### src/rtl/mem_pkg.sv
// mem_pkg: shared types and constants for the memory access unit.
//   size_t  - access size encoding as carried on the Size port
//   state_t - controller states
//   WORD_W  - RAM data word width
package mem_pkg;

    localparam int WORD_W = 32;

    typedef enum logic [1:0] {
        SZ_BYTE = 2'b00,
        SZ_HALF = 2'b01,
        SZ_WORD = 2'b10,
        SZ_ILL  = 2'b11
    } size_t;

    typedef enum logic [1:0] {
        IDLE = 2'b00,
        RD   = 2'b01,
        WR   = 2'b10,
        DONE = 2'b11
    } state_t;

endpackage

### src/rtl/mem_byte_lane.sv
// mem_byte_lane: combinational big-endian lane steering.
//   size        in  2       access size (size_t encoding)
//   is_unsigned in  1       1 = zero-extend loads, 0 = sign-extend
//   wdata       in  WORD_W  right-aligned store data
//   rdata       in  WORD_W  word read from the RAM at the access address
//   load_val    out WORD_W  extracted and extended load result
//   merge_val   out WORD_W  store word with neighbouring bytes preserved
module mem_byte_lane
    import mem_pkg::*;
(
    input  logic [1:0]        size,
    input  logic              is_unsigned,
    input  logic [WORD_W-1:0] wdata,
    input  logic [WORD_W-1:0] rdata,
    output logic [WORD_W-1:0] load_val,
    output logic [WORD_W-1:0] merge_val
);

    // The addressed byte is the most significant one of the RAM word.
    logic signed [7:0]  byte_s;
    logic signed [15:0] half_s;

    assign byte_s = rdata[31:24];
    assign half_s = rdata[31:16];

    always_comb begin
        load_val  = rdata;
        merge_val = wdata;
        case (size_t'(size))
            SZ_BYTE: begin
                load_val  = is_unsigned ? {24'h000000, byte_s}
                                        : {{24{byte_s[7]}}, byte_s};
                merge_val = {wdata[7:0], rdata[23:0]};
            end
            SZ_HALF: begin
                load_val  = is_unsigned ? {16'h0000, half_s}
                                        : {{16{half_s[15]}}, half_s};
                merge_val = {wdata[15:0], rdata[15:0]};
            end
            default: begin
                load_val  = rdata;
                merge_val = wdata;
            end
        endcase
    end

endmodule

### src/rtl/mem_access_unit.sv
// mem_access_unit: load/store controller for a byte-addressed big-endian
// 32-bit RAM that writes four bytes on the falling clock edge.
//   CLK, RST   clock (rising edge), synchronous active-high reset
//   Req        request valid, sampled only in IDLE
//   Op_Store   1 = store, 0 = load
//   Size       00 byte, 01 half, 10 word, 11 illegal
//   Unsigned   load extension: 1 = zero, 0 = sign
//   Addr       byte address (most significant byte of the access)
//   WData      right-aligned store data
//   RData      load result, held until the next completed load
//   Ack        one-cycle completion pulse
//   Err        illegal Size, valid with Ack
//   Busy       high in every state except IDLE
//   Mem_Addr, Mem_WData, Mem_EN  to the RAM
//   Mem_RData  combinational read data from the RAM
module mem_access_unit
    import mem_pkg::*;
#(
    parameter int N = 1024,
    parameter int G = 10
) (
    input  logic              CLK,
    input  logic              RST,
    input  logic              Req,
    input  logic              Op_Store,
    input  logic [1:0]        Size,
    input  logic              Unsigned,
    input  logic [G-1:0]      Addr,
    input  logic [WORD_W-1:0] WData,
    output logic [WORD_W-1:0] RData,
    output logic              Ack,
    output logic              Err,
    output logic              Busy,
    output logic [G-1:0]      Mem_Addr,
    output logic [WORD_W-1:0] Mem_WData,
    output logic              Mem_EN,
    input  logic [WORD_W-1:0] Mem_RData
);

    // Addresses wrap modulo the RAM depth (N is a power of two).
    localparam logic [G-1:0] ADDR_MASK = G'(N - 1);

    state_t            state, state_next;
    logic              mem_en_next, ack_next, err_next;
    logic              op_store_q, unsigned_q;
    size_t             size_q;
    logic [WORD_W-1:0] wdata_q;
    logic [WORD_W-1:0] load_val, merge_val;
    logic              accept;

    assign accept = (state == IDLE) && Req;
    assign Busy   = (state != IDLE);

    mem_byte_lane u_lane (
        .size        (size_q),
        .is_unsigned (unsigned_q),
        .wdata       (wdata_q),
        .rdata       (Mem_RData),
        .load_val    (load_val),
        .merge_val   (merge_val)
    );

    always_comb begin
        state_next  = state;
        err_next    = 1'b0;
        case (state)
            IDLE: begin
                if (Req) begin
                    if (size_t'(Size) == SZ_ILL) begin
                        state_next = DONE;
                        err_next   = 1'b1;
                    end else if (Op_Store && size_t'(Size) == SZ_WORD) begin
                        state_next = WR;
                    end else begin
                        state_next = RD;
                    end
                end
            end
            RD:      state_next = op_store_q ? WR : DONE;
            WR:      state_next = DONE;
            DONE:    state_next = IDLE;
            default: state_next = IDLE;
        endcase
        // Strobes are registered from the next state so they line up
        // exactly with the WR and DONE cycles.
        mem_en_next = (state_next == WR);
        ack_next    = (state_next == DONE);
    end

    always_ff @(posedge CLK) begin
        if (RST) begin
            state      <= IDLE;
            Mem_EN     <= 1'b0;
            Ack        <= 1'b0;
            Err        <= 1'b0;
            RData      <= '0;
            Mem_Addr   <= '0;
            Mem_WData  <= '0;
            op_store_q <= 1'b0;
            unsigned_q <= 1'b0;
            size_q     <= SZ_BYTE;
            wdata_q    <= '0;
        end else begin
            state  <= state_next;
            Mem_EN <= mem_en_next;
            Ack    <= ack_next;
            Err    <= err_next;

            if (accept) begin
                op_store_q <= Op_Store;
                unsigned_q <= Unsigned;
                size_q     <= size_t'(Size);
                wdata_q    <= WData;
                Mem_Addr   <= Addr & ADDR_MASK;
                // Word stores skip RD, so the write word is loaded now.
                if (Op_Store && size_t'(Size) == SZ_WORD)
                    Mem_WData <= WData;
            end

            // RD: Mem_RData reflects the latched address; capture it.
            if (state == RD) begin
                if (op_store_q)
                    Mem_WData <= merge_val;
                else
                    RData <= load_val;
            end
        end
    end

endmodule

### config.mk
export PLATFORM = sky130hd
export DESIGN_NAME = mem_access_unit
export DESIGN_NICKNAME = d
export VERILOG_FILES = /design/src/rtl/mem_pkg.sv /design/src/rtl/mem_byte_lane.sv /design/src/rtl/mem_access_unit.sv
export SDC_FILE = /design/constraint.sdc
export NUM_CORES = 1
export LEC_CHECK = 0
export ABC_AREA = 1
export ABC_CLOCK_PERIOD_IN_PS = 2300
export CAP_MARGIN = 20
export CORE_AREA = 2 2 113 115
export DETAILED_ROUTE_END_ITERATION = 7
export DIE_AREA = 0 0 115 117
export GPL_ROUTABILITY_DRIVEN = 0
export PLACE_DENSITY = 0.76
export SETUP_SLACK_MARGIN = 0.2
export SYNTH_ARGS = -nofsm -noshare
export SYNTH_HDL_FRONTEND = slang
export SYNTH_SLANG_ARGS = --single-unit
### constraint.sdc
create_clock -name CLK -period 2.3 [get_ports CLK]
set_input_delay 0.345 -clock CLK [delete_from_list [all_inputs] [get_ports CLK]]
set_output_delay 0.345 -clock CLK [all_outputs]
set_load 0.01 [all_outputs]
---- Word-level counts from Yosys, hierarchy flattened ----
Index checks and enable logic that the tools add are counted.
storage, ports and cells
  bits in registers ....................... 115
  bits in read-only memories .............. 0
  bits of input ports ..................... 81
  word-level logic and storage cells ...... 43
  memories kept ........................... 0
  latch bits .............................. 0
  memory bits (writable) .................. 0
  output and inout port bits .............. 78
cells by class
  magnitude comparators ................... 0
  add/subtract/negate cells ............... 0
  div/mod/pow operators ................... 0
  equality and inequality tests ........... 8
  bitwise operators ....................... 3
  multiplexer cells ....................... 14
  reduce and logical (&&, ||, !) cells .... 7
  shifts and indexed selects .............. 0
  $mul .................................... 0
operators with widths
  operator              number
  $mux W32              6
  $pmux W32 S2          2
  $eq A2 B2 Y1 const B  6
  $pmux W2 S4           1
  $mux W2               3
  $eq A2 B1 Y1 const B  2
  $logic_not A2 Y1      2
  $not A1 Y1            3
  $reduce_or A3 Y1      1
  $logic_and A1 B1 Y1   2
  $mux W1               2
  $reduce_and A2 Y1     1
  $reduce_bool A2 Y1    1

---- Longest topological paths before layout ----
Gate-level depths: netlist (run 1).
  word-level depth ........................ 7
  gate-level depth with buffers ........... 9
  depth with buffers taken out ............ 8

---- Hierarchy ----
From an unflattened synthesis (run 1), not the netlist that was laid out.
second synthesis, totals
  cells, all modules ...................... 848
  area total of the unflattened synthesis .. 5813.1 um2
modules (own cells, without submodules)
  module           cells an instance  area each (um2)  times used  seq. area each (um2)
  mem_access_unit  624                4787.1           1           2302.2
  mem_byte_lane    224                1026.0           1           0.0

---- Worst setup path after synthesis (run 1) ----
Ideal clock, no wire load.
  path type ............................... register to register
  start point ............................. reg state[1]
  end point ............................... reg Mem_WData[22]
  stages on the path, launching flop included .. 9
  path slack .............................. 0.969 ns
  buffers on the path ..................... 1
  arrival time ............................ 1.267 ns
  clock period less this slack ............ 1.331 ns
  setup time .............................. 0.064 ns
  required time ........................... 2.236 ns
  cell sequence ........................... dfxtp_1 inv_1 ha_1 nand2_1 clkbuf_1 a21oi_1 nand3_1 nand2_1 nor2_1
on the way
  longest elaborated chain between the ends .. 5
  elaborated cells between the ends (all ways) .. 6
  classes of those cells .................. eq/ne: 1; mux: 3; reduce/logical: 2
RTL lines
  what                    line                    text
  from (decl)             mem_access_unit.sv:43   state_t state, state_next;
  from (signal assigned)  mem_access_unit.sv:104  state <= state_next;
  $logic_not A2 Y1        mem_access_unit.sv:51   assign accept = (state == IDLE) && Req;
  $logic_and A1 B1 Y1     mem_access_unit.sv:51
  $mux W32                mem_access_unit.sv:109  if (accept) begin
  $mux W32                mem_access_unit.sv:122  if (op_store_q)
  $mux W32 *              mem_access_unit.sv:121  if (state == RD) begin
  to (signal assigned)    mem_access_unit.sv:117  Mem_WData <= WData;
  to (signal assigned)    mem_access_unit.sv:123  Mem_WData <= merge_val;
  to (decl)               mem_access_unit.sv:35   output logic [WORD_W-1:0] Mem_WData,
Every way passes the cells marked *; elsewhere a longest branch is shown, timed or not.
A chain may end at the register's enable or synchronous reset.

---- Final worst setup path (run 1) ----
  start point ............................. reg state[0]
  end point ............................... out Busy
on the way
  longest elaborated chain between the ends .. 1
RTL lines
  what                line                   text
  $reduce_bool A2 Y1  mem_access_unit.sv:52  assign Busy = (state != IDLE);
  to (decl)           mem_access_unit.sv:33  output logic Busy,
Every way passes these cells.

==> impl_metrics.toml, run 1 <==
[detailed_routing]
viasPerCell = 5.068
ant_nets = 0
vias = 5859
drt-total-wl_um = 17020
drc_errors = 0
wire_per_inst_um = 14.73
firstDrtPassIters = 6
drtIter0Drc = 468

[worst_setup_path]
path_cells = "inv_1, ha_2, inv_1, clkdlybuf4s50_1"
crit_type = "register to output port"
slowest_delay_ns = 0.53
path_common_cell = "inv_1"
cp-end-kind = "output port"
cp.arrival_ns = 1.64
crit_path_top_delay_cell = "clkdlybuf4s50_1"
crit_path_start_kind = "register"
critPathRequiredTime_ns = 1.96
path_max_fanout = 4

[sta]
final_max_slew_viol_count = 0
fin_crit_ns = 1.986
finalCritPeriodShare_pct = 86.35
tns_ns = 0
finalClockSkew_ns = 0.01141
slew_headroom_pct = 55.78
setup_violations = 0
final_hold_viol_count = 0
fmax_ghz = 0.5035
setup_ws_ns = 0.3140
grt_setup_unrepaired = "no"
worst_pin_slew_ns = 0.6626

[grt]
track_usage_pct = 25.76
grt_pass1_wl_um = 27300
overflow = 0
grt_start_max_net_pins = 54
grt_antenna_before_repair = 0
grt_pass1_vias = 5552

[place]
pre_cts_ws_ns = 0.2941
dpl.hpwl_um = 11580
port_buffers = 158

[power]
vdd_ir_drop_max_mv = 0.6278
leakage_nw = 3.339
power_density_mw_per_mm2 = 1122

[floorplanning]
rows = 41
initial_core_util_pct = 45.00
dieArea_mm2 = 0.01346
core_mm2 = 0.01231
die_x_um = 115
pin_count = 159
die_h_um = 117

[synthesis]
synth.most_common_cell = "nand2_1"
syn_nets = 939
synth_edf_count = 0
synth_top_area_share_pct = 41.55
async_reset_ff_share_pct = 0
ys_warn_count = 0
synth_area_leaders = "dfxtp_1 42%, nand2_1 14%, a21oi_1 12%, nor2_1 8.7%, inv_1 6.8%"
ys_seq_area_share_pct = 41.55
synth_ff_type = "dfxtp_1"
netlist_instances = 854
synth_cell_types = 22
avgSynthCellArea_um2 = 6.487
yosys-top-cells-count = "206 x nand2_1, 131 x a21oi_1, 129 x nor2_1"
yosys.area.top_type = "dfxtp_1"
syn_area_mm2 = 0.005540
yosys_register_bits = 115

[final_layout]
area_delta_synth_final_pct = 40.81
antennaDiodeCount = 0
multi_input_area_mm2 = 0.002571
fillers = 1112
ff_latch_area_mm2 = 0.002305
drive_above_1_share_pct = 5.964
post-route-util_pct = 63.36
nets = 1078

[run]
maxCapViolations = 0

[clock_network]
cts_root_buf = "clkbuf_16"
numCtsBuffers = 17
h-tree-depth = 4
clock_sinks = 115
path_clk_slew_ns = 0.05
clockBufferDepth = 2
insertion_delay_ns = 0.42
cts_tree = "done"

[hold_path]
min_path_type = "register to register"

[status]
run_status = "complete, no violations"
[through the flow]
| step | hold slack, ns | instances | cell area [um2] | total power, mW |
|---|---|---|---|---|
| finish | 0.4680 | 1156 | 7801 | 8.757 |
| global route | 0.4831 | 1156 | 7801 | 9.297 |
| CTS | 0.4687 | 1156 | 7797 | 8.759 |
| detailed placement | 0.4610 | 1124 | 7186 | 6.013 |
| global placement | 0.4556 | 1124 | 7186 | 5.989 |
| floorplan | 0.4445 | 854 | 5540 | 4.694 |
[final cells by class]
cell class              count  area share (%)
flip-flops and latches    115           29.54
clock inverters            13           2.037
clock buffers              19           5.806
multi-input cells         582           32.96
inverters                 103           4.956
well taps                 150           2.406
repair buffers            174           22.29
[layout by cell type, fill, tap and decap left out]
| cell type | Yosys | routed |
|---|---|---|
| nand3_1 | 41 | 41 |
| nor3_1 | 1 | 1 |
| clkinvlp_4 | 0 | 3 |
| o21ai_0 | 48 | 48 |
| ha_2 | 0 | 1 |
| nor2_4 | 2 | 2 |
| clkinv_1 | 1 | 1 |
| buf_12 | 0 | 3 |
| a31oi_1 | 8 | 8 |
| dfxtp_1 | 115 | 113 |
| buf_4 | 2 | 13 |
| nand2_1 | 206 | 206 |
| clkbuf_8 | 0 | 2 |
| nand2_4 | 1 | 1 |
| nand3_2 | 1 | 1 |
| clkbuf_16 | 0 | 17 |
| nor2_1 | 129 | 129 |
| inv_2 | 1 | 1 |
| nor2_2 | 3 | 3 |
| clkdlybuf4s50_1 | 0 | 158 |
| a21oi_1 | 131 | 131 |
| dfxtp_2 | 0 | 2 |
| a211oi_2 | 1 | 1 |
| clkinv_4 | 0 | 3 |
| o21ai_1 | 6 | 6 |
| clkinv_2 | 0 | 4 |
| bufinv_16 | 0 | 3 |
| ha_1 | 4 | 3 |
| inv_1 | 101 | 101 |
[routing by layer]
metal	wire [um]	track usage (%)
met5	0	0
met4	246	8.193
met3	1525	7.724
met2	7667	40.27
met1	7584	34.35
[flip-flops by register name, indices dropped and copies added, names as in the netlist]
register	count
Mem_WData	32
RData	32
wdata_q	32
Mem_Addr	10
size_q	2
state	2
Ack	1
Err	1
Mem_EN	1
op_store_q	1
unsigned_q	1
[timing repair]
action | 4_1_cts | 5_1_grt
endpoints found under the setup margin | 0 | 1
hold buffers | 0 | 0
resized for setup | 0 | 2
buffers inserted | 0 | 0
[kinds of logic after synthesis]
logic type / after synthesis / synth area share, %
adder cells (fa/ha/maj): 4 / 0.9034
buffers and inverters: 157 / 12.08
AO/OA/AOI/OAI: 194 / 17.84
AND/OR/NAND/NOR: 384 / 27.62
flip-flops: 115 / 41.55
[worst max-delay path: cells and delay by family (launching register included)]
| family | cells | cell delay, ns |
|---|---|---|
| fa+ha+maj | 1 | 0.22 |
| flops | 1 | 0.34 |
| buf+inv | 3 | 0.67 |
[power breakdown]
part / total, mW / internal (mW) / switching, mW
combinational: 3.22 / 1.40 / 1.82
clock: 2.71 / 1.75 / 0.953
sequential: 2.83 / 2.51 / 0.320
total: 8.76 / 5.67 / 3.09
[path summary, 6_finish.rpt]
kind                            start                  endpoint  slack, ns  cells after the start
max               state[0]$_SDFF_PP0_                      Busy       0.31                      4
min          wdata_q[30]$_SDFFE_PP0N_  wdata_q[30]$_SDFFE_PP0N_       0.47                      2
max reg2reg    size_q[1]$_SDFFE_PP0N_  Mem_WData[31]$_SDFF_PP0_       0.53                      6
min reg2reg  wdata_q[30]$_SDFFE_PP0N_  wdata_q[30]$_SDFFE_PP0N_       0.47                      2
Power figures use the tool's default switching activity.
==> run 2, diff against run 1 <==
--- a/config.mk
+++ b/config.mk
@@ -12,6 +12,7 @@
 export DETAILED_ROUTE_END_ITERATION = 7
 export DIE_AREA = 0 0 115 117
 export GPL_ROUTABILITY_DRIVEN = 0
+export HOLD_SLACK_MARGIN = 0.03
 export PLACE_DENSITY = 0.76
 export SETUP_SLACK_MARGIN = 0.2
 export SYNTH_ARGS = -nofsm -noshare
==> results of run 2 <==
No change in the layout: final DEF, timing and power equal those of run 1.
